File: src/rtl/ks_pkg.sv
// Shared Kogge-Stone definitions: operand width, prefix depth, and the
// black-cell combine plus the per-level operand shift used by the prefix tree.
package ks_pkg;

  localparam int KS_W      = 16;
  localparam int KS_LEVELS = 4;

  typedef struct packed {
    logic [KS_W-1:0] p;
    logic [KS_W-1:0] g;
  } pg_t;

  // Black cell applied across the whole vector: hi is bit i, lo is bit i-span.
  function automatic pg_t ks_combine(input pg_t hi, input pg_t lo);
    pg_t r;
    r.g = hi.g | (hi.p & lo.g);
    r.p = hi.p & lo.p;
    return r;
  endfunction

  // Lanes below the span see zero, so already-resolved positions keep their G.
  function automatic pg_t ks_shift(input pg_t x, input int span);
    pg_t r;
    r.g = x.g << span;
    r.p = x.p << span;
    return r;
  endfunction

endpackage

File: src/rtl/ks_pipe_stage.sv
// Valid/ready register slice: 1 cycle; loads when empty or when downstream
// loads. Data is written only for real transfers, so it holds the last value.
module ks_pipe_stage #(
  parameter int W = 8
) (
  input  logic         clk,
  input  logic         rst_n,
  input  logic         in_valid,
  input  logic [W-1:0] in_data,
  input  logic         down_load,
  output logic         load,
  output logic         out_valid,
  output logic [W-1:0] out_data
);

  assign load = ~out_valid | down_load;

  always_ff @(posedge clk or negedge rst_n) begin
    if (!rst_n) begin
      out_valid <= 1'b0;
      out_data  <= '0;
    end else if (load) begin
      out_valid <= in_valid;
      if (in_valid) out_data <= in_data;
    end
  end

endmodule

File: src/rtl/ks_sub16_pipe.sv
// 16-bit Kogge-Stone subtractor d = a + ~b + 1; 2-cycle latency, 1/cycle, stalls
// by out_ready with 2 in flight. KS_SUB_OVF_EN adds the registered signed ovf output.
module ks_sub16_pipe
  import ks_pkg::*;
(
  input  logic            clk,
  input  logic            rst_n,
  input  logic [KS_W-1:0] a,
  input  logic [KS_W-1:0] b,
  input  logic            in_valid,
  output logic            in_ready,
  output logic [KS_W-1:0] d,
  output logic            borrow,
  output logic            out_valid,
  input  logic            out_ready
`ifdef KS_SUB_OVF_EN
  ,
  output logic            ovf
`endif
);

  typedef struct packed {
    pg_t             grp;
    logic [KS_W-1:0] p;
`ifdef KS_SUB_OVF_EN
    logic            a_sign;
    logic            b_sign;
`endif
  } s1_t;

  typedef struct packed {
    logic [KS_W-1:0] d;
    logic            borrow;
`ifdef KS_SUB_OVF_EN
    logic            ovf;
`endif
  } s2_t;

  s1_t  s1_n, s1_q;
  s2_t  s2_n, s2_q;
  pg_t  s1_pg, s2_pg;
  logic s1_valid, s1_load, s2_load;
  logic [KS_W-1:0] carry;

  // Carry-in of 1 is absorbed into bit 0's generate, so G[i] is the carry out of bit i.
  always_comb begin
    s1_pg.p    = a ^ ~b;
    s1_pg.g    = a & ~b;
    s1_pg.g[0] = s1_pg.g[0] | s1_pg.p[0];
    for (int l = 0; l < KS_LEVELS / 2; l++) begin
      s1_pg = ks_combine(s1_pg, ks_shift(s1_pg, 1 << l));
    end
    s1_n.grp = s1_pg;
    s1_n.p   = a ^ ~b;
`ifdef KS_SUB_OVF_EN
    s1_n.a_sign = a[KS_W-1];
    s1_n.b_sign = b[KS_W-1];
`endif
  end

  ks_pipe_stage #(.W($bits(s1_t))) u_s1 (
    .clk       (clk),
    .rst_n     (rst_n),
    .in_valid  (in_valid),
    .in_data   (s1_n),
    .down_load (s2_load),
    .load      (s1_load),
    .out_valid (s1_valid),
    .out_data  (s1_q)
  );

  always_comb begin
    s2_pg = s1_q.grp;
    for (int l = KS_LEVELS / 2; l < KS_LEVELS; l++) begin
      s2_pg = ks_combine(s2_pg, ks_shift(s2_pg, 1 << l));
    end
    carry     = {s2_pg.g[KS_W-2:0], 1'b1};
    s2_n.d      = s1_q.p ^ carry;
    s2_n.borrow = ~s2_pg.g[KS_W-1];
`ifdef KS_SUB_OVF_EN
    s2_n.ovf = (s1_q.a_sign ^ s1_q.b_sign) & (s1_q.a_sign ^ s2_n.d[KS_W-1]);
`endif
  end

  ks_pipe_stage #(.W($bits(s2_t))) u_s2 (
    .clk       (clk),
    .rst_n     (rst_n),
    .in_valid  (s1_valid),
    .in_data   (s2_n),
    .down_load (out_ready),
    .load      (s2_load),
    .out_valid (out_valid),
    .out_data  (s2_q)
  );

  // Reset empties both stages, which would otherwise advertise space.
  assign in_ready = s1_load & rst_n;
  assign d        = s2_q.d;
  assign borrow   = s2_q.borrow;
`ifdef KS_SUB_OVF_EN
  assign ovf      = s2_q.ovf;
`endif

endmodule
File: config.mk
export PLATFORM = sky130hd
export DESIGN_NAME = ks_sub16_pipe
export DESIGN_NICKNAME = d
export VERILOG_FILES = /design/src/rtl/ks_pkg.sv /design/src/rtl/ks_pipe_stage.sv /design/src/rtl/ks_sub16_pipe.sv
export SDC_FILE = /design/constraint.sdc
export NUM_CORES = 1
export LEC_CHECK = 0
export CORE_MARGIN = 2
export CORE_UTILIZATION = 34
export CTS_CLUSTER_SIZE = 24
export DETAILED_ROUTE_END_ITERATION = 10
export DONT_BUFFER_PORTS = 1
export SETUP_SLACK_MARGIN = 0.15
export SYNTH_ARGS = -nofsm -noshare
export SYNTH_HDL_FRONTEND = slang
export SYNTH_SLANG_ARGS = --single-unit
File: constraint.sdc
create_clock -name clk -period 1.65 [get_ports clk]
set_clock_uncertainty 0.15 [all_clocks]
set_input_delay 0.4125 -clock clk [delete_from_list [all_inputs] [get_ports clk]]
set_output_delay 0.4125 -clock clk [all_outputs]
set_load 0.01 [all_outputs]
==> impl_metrics.xml, run 1 <==
<?xml version="1.0" encoding="UTF-8"?>
<metrics>
  <group name="status">
    <metric name="status" unit="">complete, but fails checks</metric>
    <metric name="violations_in_the_final_reports" unit="">hold timing</metric>
  </group>
  <group name="clocking">
    <metric name="clockRootBuffer" unit="">clkbuf_8</metric>
    <metric name="clock_path_buffers" unit="">2</metric>
    <metric name="clock_tree_from_tritoncts" unit="">done</metric>
    <metric name="clk-insertion-delay-late" unit="ps">340</metric>
    <metric name="htreeDepth" unit="">3</metric>
    <metric name="cts.sinks" unit="">63</metric>
    <metric name="worst_setup_hold_path_clk_slew" unit="ps">70</metric>
    <metric name="tritoncts.num_buffers" unit="">9</metric>
  </group>
  <group name="synth">
    <metric name="yosys_warnings" unit="">0</metric>
    <metric name="cells_after_synthesis" unit="">285</metric>
    <metric name="yosysUniqueCellTypes" unit="">29</metric>
    <metric name="synth.net_count" unit="">337</metric>
    <metric name="synth.ff_latch_count" unit="">63</metric>
    <metric name="yosysSeqAreaShare" unit="%">51.7</metric>
    <metric name="netlist_area" unit="um^2">3050</metric>
    <metric name="avgSynthCellArea" unit="um^2">10.7</metric>
  </group>
  <group name="placed_design">
    <metric name="hpwlAfterDp" unit="um">4630</metric>
    <metric name="rd_place_congestion" unit="">0.760</metric>
    <metric name="placed_cells_incl_taps" unit="">393</metric>
    <metric name="placed_cell_area" unit="um^2">3330</metric>
    <metric name="place.port_buffers" unit="">0</metric>
  </group>
  <group name="hold_path">
    <metric name="hp-class" unit="">input pin to async pin</metric>
  </group>
  <group name="pwr">
    <metric name="post_layout_power" unit="mW">4.56</metric>
    <metric name="leakagePower" unit="nW">1.84</metric>
    <metric name="peakVddDrop" unit="uV">432</metric>
    <metric name="p_per_area" unit="nW/um^2">1170</metric>
  </group>
  <group name="detailed_routing">
    <metric name="routed-via-count" unit="">2106</metric>
    <metric name="routed_via_density" unit="">4.97</metric>
    <metric name="detailedRoute.firstPassIterationCount" unit="">4</metric>
    <metric name="drt.antenna.violating_nets" unit="">0</metric>
    <metric name="drt_drc_violations_left" unit="">0</metric>
    <metric name="post_drt_wl_per_cell" unit="um">16.7</metric>
    <metric name="drt_iter0_drc" unit="">131</metric>
    <metric name="postRouteWirelength" unit="um">7060</metric>
  </group>
  <group name="timing">
    <metric name="setup_viol_count_final" unit="">0</metric>
    <metric name="rsz0062_at_grt" unit="">true</metric>
    <metric name="relSlewSlack" unit="%">82.6</metric>
    <metric name="fmax" unit="MHz">634</metric>
    <metric name="pins_over_their_slew_limit" unit="">0</metric>
    <metric name="whs" unit="ps">-386</metric>
    <metric name="final.min_clock_period" unit="ps">1580</metric>
    <metric name="tightestPinTransition" unit="ps">260</metric>
    <metric name="layout_worst_path_cycle_share" unit="%">95.7</metric>
    <metric name="finalSetupTns" unit="ps">0</metric>
    <metric name="hold_viol" unit="">63</metric>
  </group>
  <group name="grt">
    <metric name="grt_first_pass_wirelength" unit="um">10600</metric>
    <metric name="globalRouteTotalUtil" unit="%">13.8</metric>
    <metric name="vias_in_the_first_global_route" unit="">2073</metric>
    <metric name="initial_antenna_violation_count" unit="">0</metric>
    <metric name="gr-total-overflow" unit="">0</metric>
    <metric name="grt_start_max_net_pins" unit="">65</metric>
  </group>
  <group name="setup_path">
    <metric name="critPathMaxFanout" unit="">2</metric>
    <metric name="cp_num_cells" unit="">2</metric>
    <metric name="cell_by_cell_trace_of_the_critical_path" unit="">nand3b_4 &gt; and2_4</metric>
    <metric name="reg2reg_depth" unit="">5</metric>
    <metric name="type_of_element_capturing_the_critical_path" unit="">primary output</metric>
    <metric name="critical_path.top_delay_family" unit="">flip-flops</metric>
    <metric name="timing.critical_path.arrival" unit="ps">1020</metric>
    <metric name="crit_slowest_cell" unit="">dfrtp_1</metric>
    <metric name="endpoint" unit="">in_ready</metric>
    <metric name="worstSetupPathType" unit="">flip-flop to primary output</metric>
    <metric name="rrSetupSlack" unit="ps">150</metric>
    <metric name="cpPeakStageDelay" unit="ps">420</metric>
    <metric name="reg2reg_to" unit="">u_s1.out_data[21]$_DFFE_PN0P_</metric>
    <metric name="worstReg2RegStart" unit="">u_s2.out_valid$_DFFE_PN0P_</metric>
    <metric name="critPathRequiredTime" unit="ps">1090</metric>
    <metric name="critical_path_startpoint_category" unit="">flip-flop</metric>
    <metric name="cp.buffers_inverters" unit="">0</metric>
    <metric name="worst_setup_path_startpoint" unit="">u_s2.out_valid$_DFFE_PN0P_</metric>
  </group>
  <group name="floorplan">
    <metric name="initial_utilization" unit="%">35.0</metric>
    <metric name="rows" unit="">34</metric>
    <metric name="die_width" unit="um">98.7</metric>
    <metric name="floorplan.die_area" unit="um^2">9750</metric>
    <metric name="boundaryPins" unit="">55</metric>
    <metric name="die_y" unit="um">98.7</metric>
    <metric name="placeableCoreArea" unit="um^2">8720</metric>
  </group>
  <group name="cells_and_area">
    <metric name="layout.nets" unit="">364</metric>
    <metric name="filler_cell_count" unit="">764</metric>
    <metric name="layout.area.seq" unit="um^2">1580</metric>
    <metric name="final_cells" unit="">424</metric>
    <metric name="area_delta_synth_final" unit="%">27.8</metric>
    <metric name="multi_input_area" unit="um^2">1580</metric>
    <metric name="antenna_cells_inserted" unit="">0</metric>
    <metric name="drive_above_1_share" unit="%">25.9</metric>
    <metric name="final_design_instance_area_without_fill" unit="um^2">3900</metric>
  </group>
  <group name="run">
    <metric name="maxCapViolations" unit="">0</metric>
  </group>
</metrics>
==> Yosys cell counts, drive strengths merged <==
cell type	number	area, um^2
a31oi	1	6.26
dfrtp	63	1580
a21oi	17	85.1
a41oi	1	8.76
mux2	25	282
nand2b	3	18.8
nor2b	1	6.26
o21ai	35	175
buf	9	60.1
xor2	4	35.0
and2	2	12.5
xnor2	11	96.3
a21boi	1	7.51
inv	17	63.8
o31ai	8	60.1
nor2	3	11.3
a31o	3	26.3
a211oi	1	7.51
nand4	3	18.8
ha	16	200
nand3	3	15.0
nand3b	1	20.0
nand2	47	184
a21o	10	75.1
==> flip-flops by register name, indices dropped and copies added, names as in the netlist <==
register	flops
u_s2.out_data	17
u_s1.out_data	44
u_s1.out_valid	1
u_s2.out_valid	1
==> layout by cell type, fill, tap and decap left out, drive strengths merged, types with 4 or more instances in the layout <==
master,instances
buf,19
xor2,4
o21ai,35
xnor2,11
ha,16
clkbuf,16
dfrtp,63
nand2,48
mux2,25
o31ai,8
inv,17
a21oi,17
a21o,10
==> worst min path at each step <==
stage,startpoint,endpoint,slack (ps),depth (start not counted)
after global placement,rst_n,u_s1.out_data[3]$_DFFE_PN0P_,-30,0
after detailed placement,rst_n,u_s1.out_data[3]$_DFFE_PN0P_,-30,0
final,rst_n,u_s1.out_data[36]$_DFFE_PN0P_,-390,0
after global routing,rst_n,u_s1.out_data[1]$_DFFE_PN0P_,-410,0
after CTS,rst_n,u_s1.out_data[1]$_DFFE_PN0P_,-400,0
after floorplan,rst_n,u_s1.out_data[0]$_DFFE_PN0P_,-30,0
==> stage by stage <==
stage                     hold slack [ps]  utilization, %  worst slack, ps
final                                -386            44.7             71.5
after global routing                 -411            44.7             17.3
after CTS                            -400            41.0             57.5
after detailed placement            -31.5            38.1             6.09
after global placement              -31.6            38.1             9.02
after floorplan                     -33.1               -              150
==> power by group <==
part,switching [mW],internal [mW]
Combinational,0.446,0.582
Sequential,0.320,1.86
Clock,0.585,0.764
==> routing by layer <==
| metal | wire [um] | vias up | track usage, % |
|---|---|---|---|
| met1 | 3230 | 1009 | 18.8 |
| met4 | 116 | 0 | 4.74 |
| met3 | 391 | 9 | 5.74 |
| met2 | 3320 | 47 | 19.8 |
| li1 | - | 1041 | - |
| met5 | 0 | - | 0 |
==> logic make-up (layout without fill, tap and decap cells) <==
family | count (synthesis) | after routing | synth area share, %
flip-flops | 63 | 63 | 51.7
XOR/XNOR | 15 | 15 | 4.30
multiplexers | 25 | 25 | 9.23
AO/OA/AOI/OAI | 77 | 77 | 14.8
AND/OR/NAND/NOR | 63 | 64 | 9.39
buffers and inverters | 26 | 56 | 4.06
adder cells (fa/ha/maj) | 16 | 16 | 6.56
==> repair_timing <==
| action | 4_1_cts | 5_1_grt |
|---|---|---|
| pin swaps | 2 | 2 |
| gates resized for setup | 2 | 32 |
| cloned | 0 | 6 |
| setup buffers | 5 | 5 |
| hold endpoints to repair | 63 | 63 |
| endpoints found under the setup margin | 1 | 32 |
==> layout make-up <==
| cell class | count | area share, % |
|---|---|---|
| repair buffers | 24 | 8.85 |
| well taps | 108 | 3.46 |
| multi-input cells | 197 | 40.6 |
| inverters | 17 | 1.64 |
| clock inverters | 4 | 1.15 |
| clock buffers | 11 | 3.88 |
| flip-flops and latches | 63 | 40.4 |
Note: power is estimated with default switching activity, not from simulation.
==> run 2, diff against run 1 <==
Settings changed: CORE_ASPECT_RATIO set to 2.
Clock period 1.65 ns to 1.28 ns, I/O delays scaled along.
==> impl_metrics.xml, run 2 (same netlist as run 1, synthesis figures left out) <==
<?xml version="1.0" encoding="UTF-8"?>
<metrics>
  <group name="cells_and_area">
    <metric name="layout.nets" unit="">394</metric>
    <metric name="most_common_cell_after_layout_fill_and_taps_aside" unit="">dfrtp_1</metric>
    <metric name="area_delta_synth_final" unit="%">44.8</metric>
    <metric name="reg_top3" unit="">u_s1.out_data x44, u_s2.out_data x17</metric>
    <metric name="largest_register_ffs" unit="">44</metric>
    <metric name="final_design_instance_area_without_fill" unit="um^2">4420</metric>
    <metric name="antenna_cells_inserted" unit="">0</metric>
    <metric name="drive_above_1_share" unit="%">39.8</metric>
    <metric name="max_flop_register" unit="">u_s1.out_data</metric>
    <metric name="final_util" unit="%">51.1</metric>
    <metric name="most-common-layout-cells" unit="">63 x dfrtp_1, 44 x nand2_1, 40 x buf_4</metric>
  </group>
  <group name="setup_path">
    <metric name="critical_path_startpoint_category" unit="">flip-flop</metric>
    <metric name="timing.critical_path.arrival" unit="ps">1070</metric>
    <metric name="type_of_element_capturing_the_critical_path" unit="">primary output</metric>
    <metric name="worstSetupPathType" unit="">flip-flop to primary output</metric>
    <metric name="critPathMaxFanout" unit="">2</metric>
    <metric name="critPathRequiredTime" unit="ps">810</metric>
  </group>
  <group name="status">
    <metric name="status" unit="">complete, but fails checks</metric>
    <metric name="violations_in_the_final_reports" unit="">hold timing, setup timing</metric>
  </group>
  <group name="hold_path">
    <metric name="hp-class" unit="">input pin to async pin</metric>
  </group>
  <group name="timing">
    <metric name="relSlewSlack" unit="%">83.5</metric>
    <metric name="fmax" unit="MHz">651</metric>
    <metric name="tightestPinTransition" unit="ps">248</metric>
    <metric name="layout_worst_path_cycle_share" unit="%">120</metric>
    <metric name="whs" unit="ps">-468</metric>
    <metric name="final.min_clock_period" unit="ps">1540</metric>
    <metric name="rsz0062_at_grt" unit="">true</metric>
    <metric name="finalSetupTns" unit="ps">-9040</metric>
    <metric name="pins_over_their_slew_limit" unit="">0</metric>
    <metric name="setup_slack" unit="ps">-256</metric>
    <metric name="hold_viol" unit="">63</metric>
    <metric name="setup_viol_count_final" unit="">60</metric>
  </group>
  <group name="floorplan">
    <metric name="boundaryPins" unit="">55</metric>
    <metric name="placeableCoreArea" unit="um^2">8650</metric>
    <metric name="die_width" unit="um">71.0</metric>
    <metric name="floorplan.die_area" unit="um^2">9800</metric>
    <metric name="rows" unit="">48</metric>
    <metric name="initial_utilization" unit="%">35.3</metric>
    <metric name="die_y" unit="um">138</metric>
  </group>
  <group name="clocking">
    <metric name="cts-hold-fix-buffers" unit="">1</metric>
    <metric name="worst_setup_hold_path_clk_slew" unit="ps">50</metric>
    <metric name="tritoncts.num_buffers" unit="">9</metric>
    <metric name="clk-insertion-delay-late" unit="ps">330</metric>
    <metric name="clockRootBuffer" unit="">clkbuf_16</metric>
    <metric name="cts.sinks" unit="">63</metric>
    <metric name="htreeDepth" unit="">3</metric>
    <metric name="clock_path_buffers" unit="">2</metric>
    <metric name="clock_tree_from_tritoncts" unit="">done</metric>
  </group>
  <group name="grt">
    <metric name="grt_first_pass_wirelength" unit="um">11600</metric>
    <metric name="grt_start_max_net_pins" unit="">65</metric>
    <metric name="globalRouteTotalUtil" unit="%">16.0</metric>
    <metric name="initial_antenna_violation_count" unit="">0</metric>
    <metric name="gr-total-overflow" unit="">0</metric>
    <metric name="vias_in_the_first_global_route" unit="">2306</metric>
  </group>
  <group name="pwr">
    <metric name="p_per_area" unit="nW/um^2">1550</metric>
    <metric name="sw_frac_of_total" unit="%">28.1</metric>
    <metric name="sequential_fraction_of_design_power" unit="%">40.8</metric>
    <metric name="intPower" unit="mW">4.94</metric>
    <metric name="post_layout_power" unit="mW">6.87</metric>
    <metric name="p_clk_share" unit="%">34.9</metric>
    <metric name="leakagePower" unit="nW">2.04</metric>
    <metric name="peakVddDrop" unit="uV">831</metric>
    <metric name="switching_power" unit="mW">1.93</metric>
    <metric name="power.share.combinational" unit="%">24.3</metric>
  </group>
  <group name="placed_design">
    <metric name="hpwlAfterDp" unit="um">5360</metric>
    <metric name="placed_cell_area" unit="um^2">3680</metric>
    <metric name="rd_place_congestion" unit="">0.761</metric>
    <metric name="place.port_buffers" unit="">0</metric>
  </group>
  <group name="detailed_routing">
    <metric name="routed-via-count" unit="">2282</metric>
    <metric name="postRouteWirelength" unit="um">7790</metric>
    <metric name="drt_iter0_drc" unit="">102</metric>
    <metric name="drt.antenna.violating_nets" unit="">0</metric>
    <metric name="detailedRoute.firstPassIterationCount" unit="">4</metric>
    <metric name="drt_drc_violations_left" unit="">0</metric>
    <metric name="routed_via_density" unit="">5.11</metric>
    <metric name="post_drt_wl_per_cell" unit="um">17.4</metric>
  </group>
  <group name="run">
    <metric name="maxCapViolations" unit="">0</metric>
  </group>
</metrics>
run 2: changes by cell type in the layout (fill, tap and decap cells not counted), moves of 10 or more:
cell,before,now
buf_4,10,40
o21ai_0,32,13
o21ai_1,3,22
clkbuf_8,11,1
run 2: final cells by class:
type,count,area (um^2)
Fill cell,800,4230
Multi-Input combinational cell,196,1760
Sequential cell,63,1580
Timing Repair Buffer,55,591
Clock buffer,12,246
Tap cell,100,125
Inverter,17,71.3
Clock inverter,4,45.0
run 2: final timing paths:
path,startpoint,end,slack [ps],depth (start not counted)
max in group asynchronous,rst_n,u_s2.out_data[16]$_DFFE_PN0P_,1330,0
hold / removal,rst_n,u_s1.out_data[21]$_DFFE_PN0P_,-470,0
min in group clk,in_valid,u_s1.out_data[31]$_DFFE_PN0P_,30,2
setup / recovery,u_s1.out_valid$_DFFE_PN0N_,in_ready,-260,3
setup reg to reg,u_s1.out_valid$_DFFE_PN0N_,u_s1.out_data[7]$_DFFE_PN0P_,-240,5
hold reg to reg,u_s1.out_data[0]$_DFFE_PN0P_,u_s2.out_data[1]$_DFFE_PN0P_,300,1
run 2: metal layers:
metal / vias to the layer above / GRT usage, % / share of wire, %
met5: - / 0 / 0
met4: 0 / 8.28 / 2.2
met3: 12 / 4.29 / 3.4
met2: 35 / 29.5 / 58
met1: 1128 / 16.0 / 36
li1: 1107 / - / -
run 2: stage by stage:
| step | instances | hold slack (ps) | setup WS (ps) |
|---|---|---|---|
| finish | 447 | -468 | -256 |
| global route | 447 | -485 | -294 |
| CTS | 441 | -480 | -268 |
| detailed placement | 413 | -123 | -251 |
| global placement | 413 | -122 | -247 |
| floorplan | 285 | -126 | -95.7 |
run 2: worst max-delay path, cell delays in order, from the launching register on:
cell and delay (ps):
dfrtp_1 380, nand3b_4 100, buf_6 120, and2_4 130
run 2: power groups by stage:
stage                     clock network (mW)  registers, mW  logic, mW
after floorplan                            0           2.75      0.915
after global placement                     0           2.81       1.30
after detailed placement                   0           2.84       1.33
after CTS                               2.44           2.80       1.54
after global routing                    2.51           2.86       1.82
final                                   2.40           2.80       1.67
run 2: timing repair:
action                     CTS  global route
gates cloned                 4             2
resized for setup           31            17
setup endpoints to repair   79            80
hold endpoints to repair    65            63
setup buffers                7             4
pin swaps                    7             8
==> run 3, diff against run 2 <==
Settings changed: GPL_TIMING_DRIVEN set to 0.
==> impl_metrics.xml, run 3 (same netlist as run 1, synthesis figures left out) <==
<?xml version="1.0" encoding="UTF-8"?>
<metrics>
  <group name="status">
    <metric name="status" unit="">complete, but fails checks</metric>
    <metric name="violations_in_the_final_reports" unit="">hold timing, setup timing</metric>
  </group>
  <group name="floorplan">
    <metric name="boundaryPins" unit="">55</metric>
    <metric name="floorplan.die_area" unit="um^2">9800</metric>
    <metric name="placeableCoreArea" unit="um^2">8650</metric>
    <metric name="rows" unit="">48</metric>
    <metric name="die_width" unit="um">71.0</metric>
    <metric name="initial_utilization" unit="%">35.3</metric>
    <metric name="die_y" unit="um">138</metric>
  </group>
  <group name="pwr">
    <metric name="post_layout_power" unit="mW">6.56</metric>
    <metric name="leakagePower" unit="nW">1.90</metric>
    <metric name="p_per_area" unit="nW/um^2">1570</metric>
    <metric name="peakVddDrop" unit="uV">862</metric>
  </group>
  <group name="setup_path">
    <metric name="critical_path_startpoint_category" unit="">flip-flop</metric>
    <metric name="reg2reg_to" unit="">u_s1.out_data[2]$_DFFE_PN0P_</metric>
    <metric name="timing.critical_path.arrival" unit="ps">1580</metric>
    <metric name="worstSetupPathType" unit="">flip-flop to flip-flop</metric>
    <metric name="worstReg2RegStart" unit="">u_s2.out_valid$_DFFE_PN0P_</metric>
    <metric name="critPathMaxFanout" unit="">10</metric>
    <metric name="rrSetupSlack" unit="ps">-250</metric>
    <metric name="reg2reg_depth" unit="">5</metric>
    <metric name="type_of_element_capturing_the_critical_path" unit="">flip-flop</metric>
    <metric name="critPathRequiredTime" unit="ps">1330</metric>
  </group>
  <group name="detailed_routing">
    <metric name="route.layer.met1.wl" unit="um">2660</metric>
    <metric name="post_drt_wl_per_cell" unit="um">17.9</metric>
    <metric name="routed-wl-met3" unit="um">263</metric>
    <metric name="drt_drc_violations_left" unit="">0</metric>
    <metric name="met2RoutedLength" unit="um">4430</metric>
    <metric name="detailedRoute.firstPassIterationCount" unit="">4</metric>
    <metric name="routed_via_density" unit="">5.31</metric>
    <metric name="routed-via-count" unit="">2246</metric>
    <metric name="highest-signal-layer" unit="">met4</metric>
    <metric name="drt_iter0_drc" unit="">142</metric>
    <metric name="drt.antenna.violating_nets" unit="">0</metric>
    <metric name="postRouteWirelength" unit="um">7570</metric>
  </group>
  <group name="timing">
    <metric name="final.min_clock_period" unit="ps">1530</metric>
    <metric name="fmax" unit="MHz">654</metric>
    <metric name="whs" unit="ps">-461</metric>
    <metric name="tightestPinTransition" unit="ps">250</metric>
    <metric name="rsz0062_at_grt" unit="">true</metric>
    <metric name="setup_slack" unit="ps">-248</metric>
    <metric name="setup_viol_count_final" unit="">49</metric>
    <metric name="layout_worst_path_cycle_share" unit="%">119</metric>
    <metric name="relSlewSlack" unit="%">83.2</metric>
    <metric name="pins_over_their_slew_limit" unit="">0</metric>
    <metric name="hold_viol" unit="">63</metric>
  </group>
  <group name="clocking">
    <metric name="clk-insertion-delay-late" unit="ps">330</metric>
    <metric name="clock_path_buffers" unit="">2</metric>
    <metric name="cts-hold-fix-buffers" unit="">1</metric>
    <metric name="htreeDepth" unit="">3</metric>
    <metric name="cts.sinks" unit="">63</metric>
    <metric name="tritoncts.num_buffers" unit="">9</metric>
    <metric name="clock_tree_from_tritoncts" unit="">done</metric>
    <metric name="clockRootBuffer" unit="">clkbuf_16</metric>
    <metric name="worst_setup_hold_path_clk_slew" unit="ps">60</metric>
  </group>
  <group name="grt">
    <metric name="gr-total-overflow" unit="">0</metric>
    <metric name="globalRouteTotalUtil" unit="%">16.6</metric>
    <metric name="grt_start_max_net_pins" unit="">65</metric>
    <metric name="initial_antenna_violation_count" unit="">0</metric>
    <metric name="vias_in_the_first_global_route" unit="">2326</metric>
    <metric name="grt_first_pass_wirelength" unit="um">12100</metric>
  </group>
  <group name="placed_design">
    <metric name="placed_cell_area" unit="um^2">3450</metric>
    <metric name="hpwlAfterDp" unit="um">5430</metric>
    <metric name="place.port_buffers" unit="">0</metric>
    <metric name="dpl_worst_slack" unit="ps">-269</metric>
    <metric name="placed_cells_incl_taps" unit="">385</metric>
    <metric name="rd_place_congestion" unit="">0.801</metric>
  </group>
  <group name="hold_path">
    <metric name="hp-class" unit="">input pin to async pin</metric>
  </group>
  <group name="cells_and_area">
    <metric name="area_delta_synth_final" unit="%">36.6</metric>
    <metric name="largest_register_ffs" unit="">44</metric>
    <metric name="max_flop_register" unit="">u_s1.out_data</metric>
    <metric name="drive_above_1_share" unit="%">39.0</metric>
    <metric name="reg_top3" unit="">u_s1.out_data x44, u_s2.out_data x17</metric>
    <metric name="most-common-layout-cells" unit="">62 x dfrtp_1, 36 x nand2_1, 22 x o21ai_1</metric>
    <metric name="antenna_cells_inserted" unit="">0</metric>
    <metric name="final_cells" unit="">423</metric>
    <metric name="final_util" unit="%">48.2</metric>
    <metric name="most_common_cell_after_layout_fill_and_taps_aside" unit="">dfrtp_1</metric>
    <metric name="layout.nets" unit="">370</metric>
    <metric name="final_design_instance_area_without_fill" unit="um^2">4170</metric>
  </group>
  <group name="run">
    <metric name="maxCapViolations" unit="">0</metric>
  </group>
</metrics>
run 3: routing by layer:
layer | vias up | track usage, %
li1 | 1050 | -
met1 | 1135 | 17.3
met2 | 46 | 30.6
met3 | 15 | 3.85
met4 | 0 | 8.28
met5 | - | 0
run 3: power breakdown:
| group | total [mW] | internal, mW | leakage, nW | switching (mW) |
|---|---|---|---|---|
| clock | 2.21 | 1.35 | 0.138 | 0.865 |
| combinational | 1.54 | 0.878 | 0.992 | 0.659 |
| sequential | 2.80 | 2.41 | 0.775 | 0.396 |
| total | 6.56 | 4.64 | 1.90 | 1.92 |
run 3: critical path, cell delays in order, from the launching register on:
cell      delay, ps
dfrtp_2         420
nand3b_4        110
buf_12          140
nand2_8          90
buf_12          160
mux2_1          330
run 3: final cells by class:
type,count,area (um^2)
inverters,17,71.3
multi-input cells,196,1770
well taps,100,125
clock buffers,10,239
fillers,803,4480
clock inverters,6,36.3
flip-flops and latches,63,1580
repair buffers,22,233
plain buffers,9,120
run 3: through the flow:
step	setup TNS, ps	hold WS [ps]
after detailed placement	-8330	-123
after global routing	-10880	-473
after floorplan	-2250	-126
final	-8530	-461
after CTS	-8920	-474
after global placement	-7160	-123
run 3: worst max-delay path by stage:
stage / endpoint / slack (ps) / startpoint
final: u_s1.out_data[2]$_DFFE_PN0P_ / -250 / u_s2.out_valid$_DFFE_PN0P_
after floorplan: u_s1.out_data[0]$_DFFE_PN0P_ / -100 / u_s2.out_valid$_DFFE_PN0P_
after CTS: in_ready / -260 / u_s2.out_valid$_DFFE_PN0P_
after detailed placement: u_s1.out_data[2]$_DFFE_PN0P_ / -270 / u_s2.out_valid$_DFFE_PN0P_
after global placement: u_s1.out_data[5]$_DFFE_PN0P_ / -230 / u_s2.out_valid$_DFFE_PN0P_
after global routing: u_s1.out_data[2]$_DFFE_PN0P_ / -280 / u_s2.out_valid$_DFFE_PN0P_
run 3: timing repair:
action / in CTS / in global routing
endpoints found under the setup margin: 79 / 80
pin swaps: 13 / 9
resized for setup: 58 / 8
gates cloned: 2 / 0
endpoints found under the hold margin: 65 / 63
setup buffers: 13 / 6
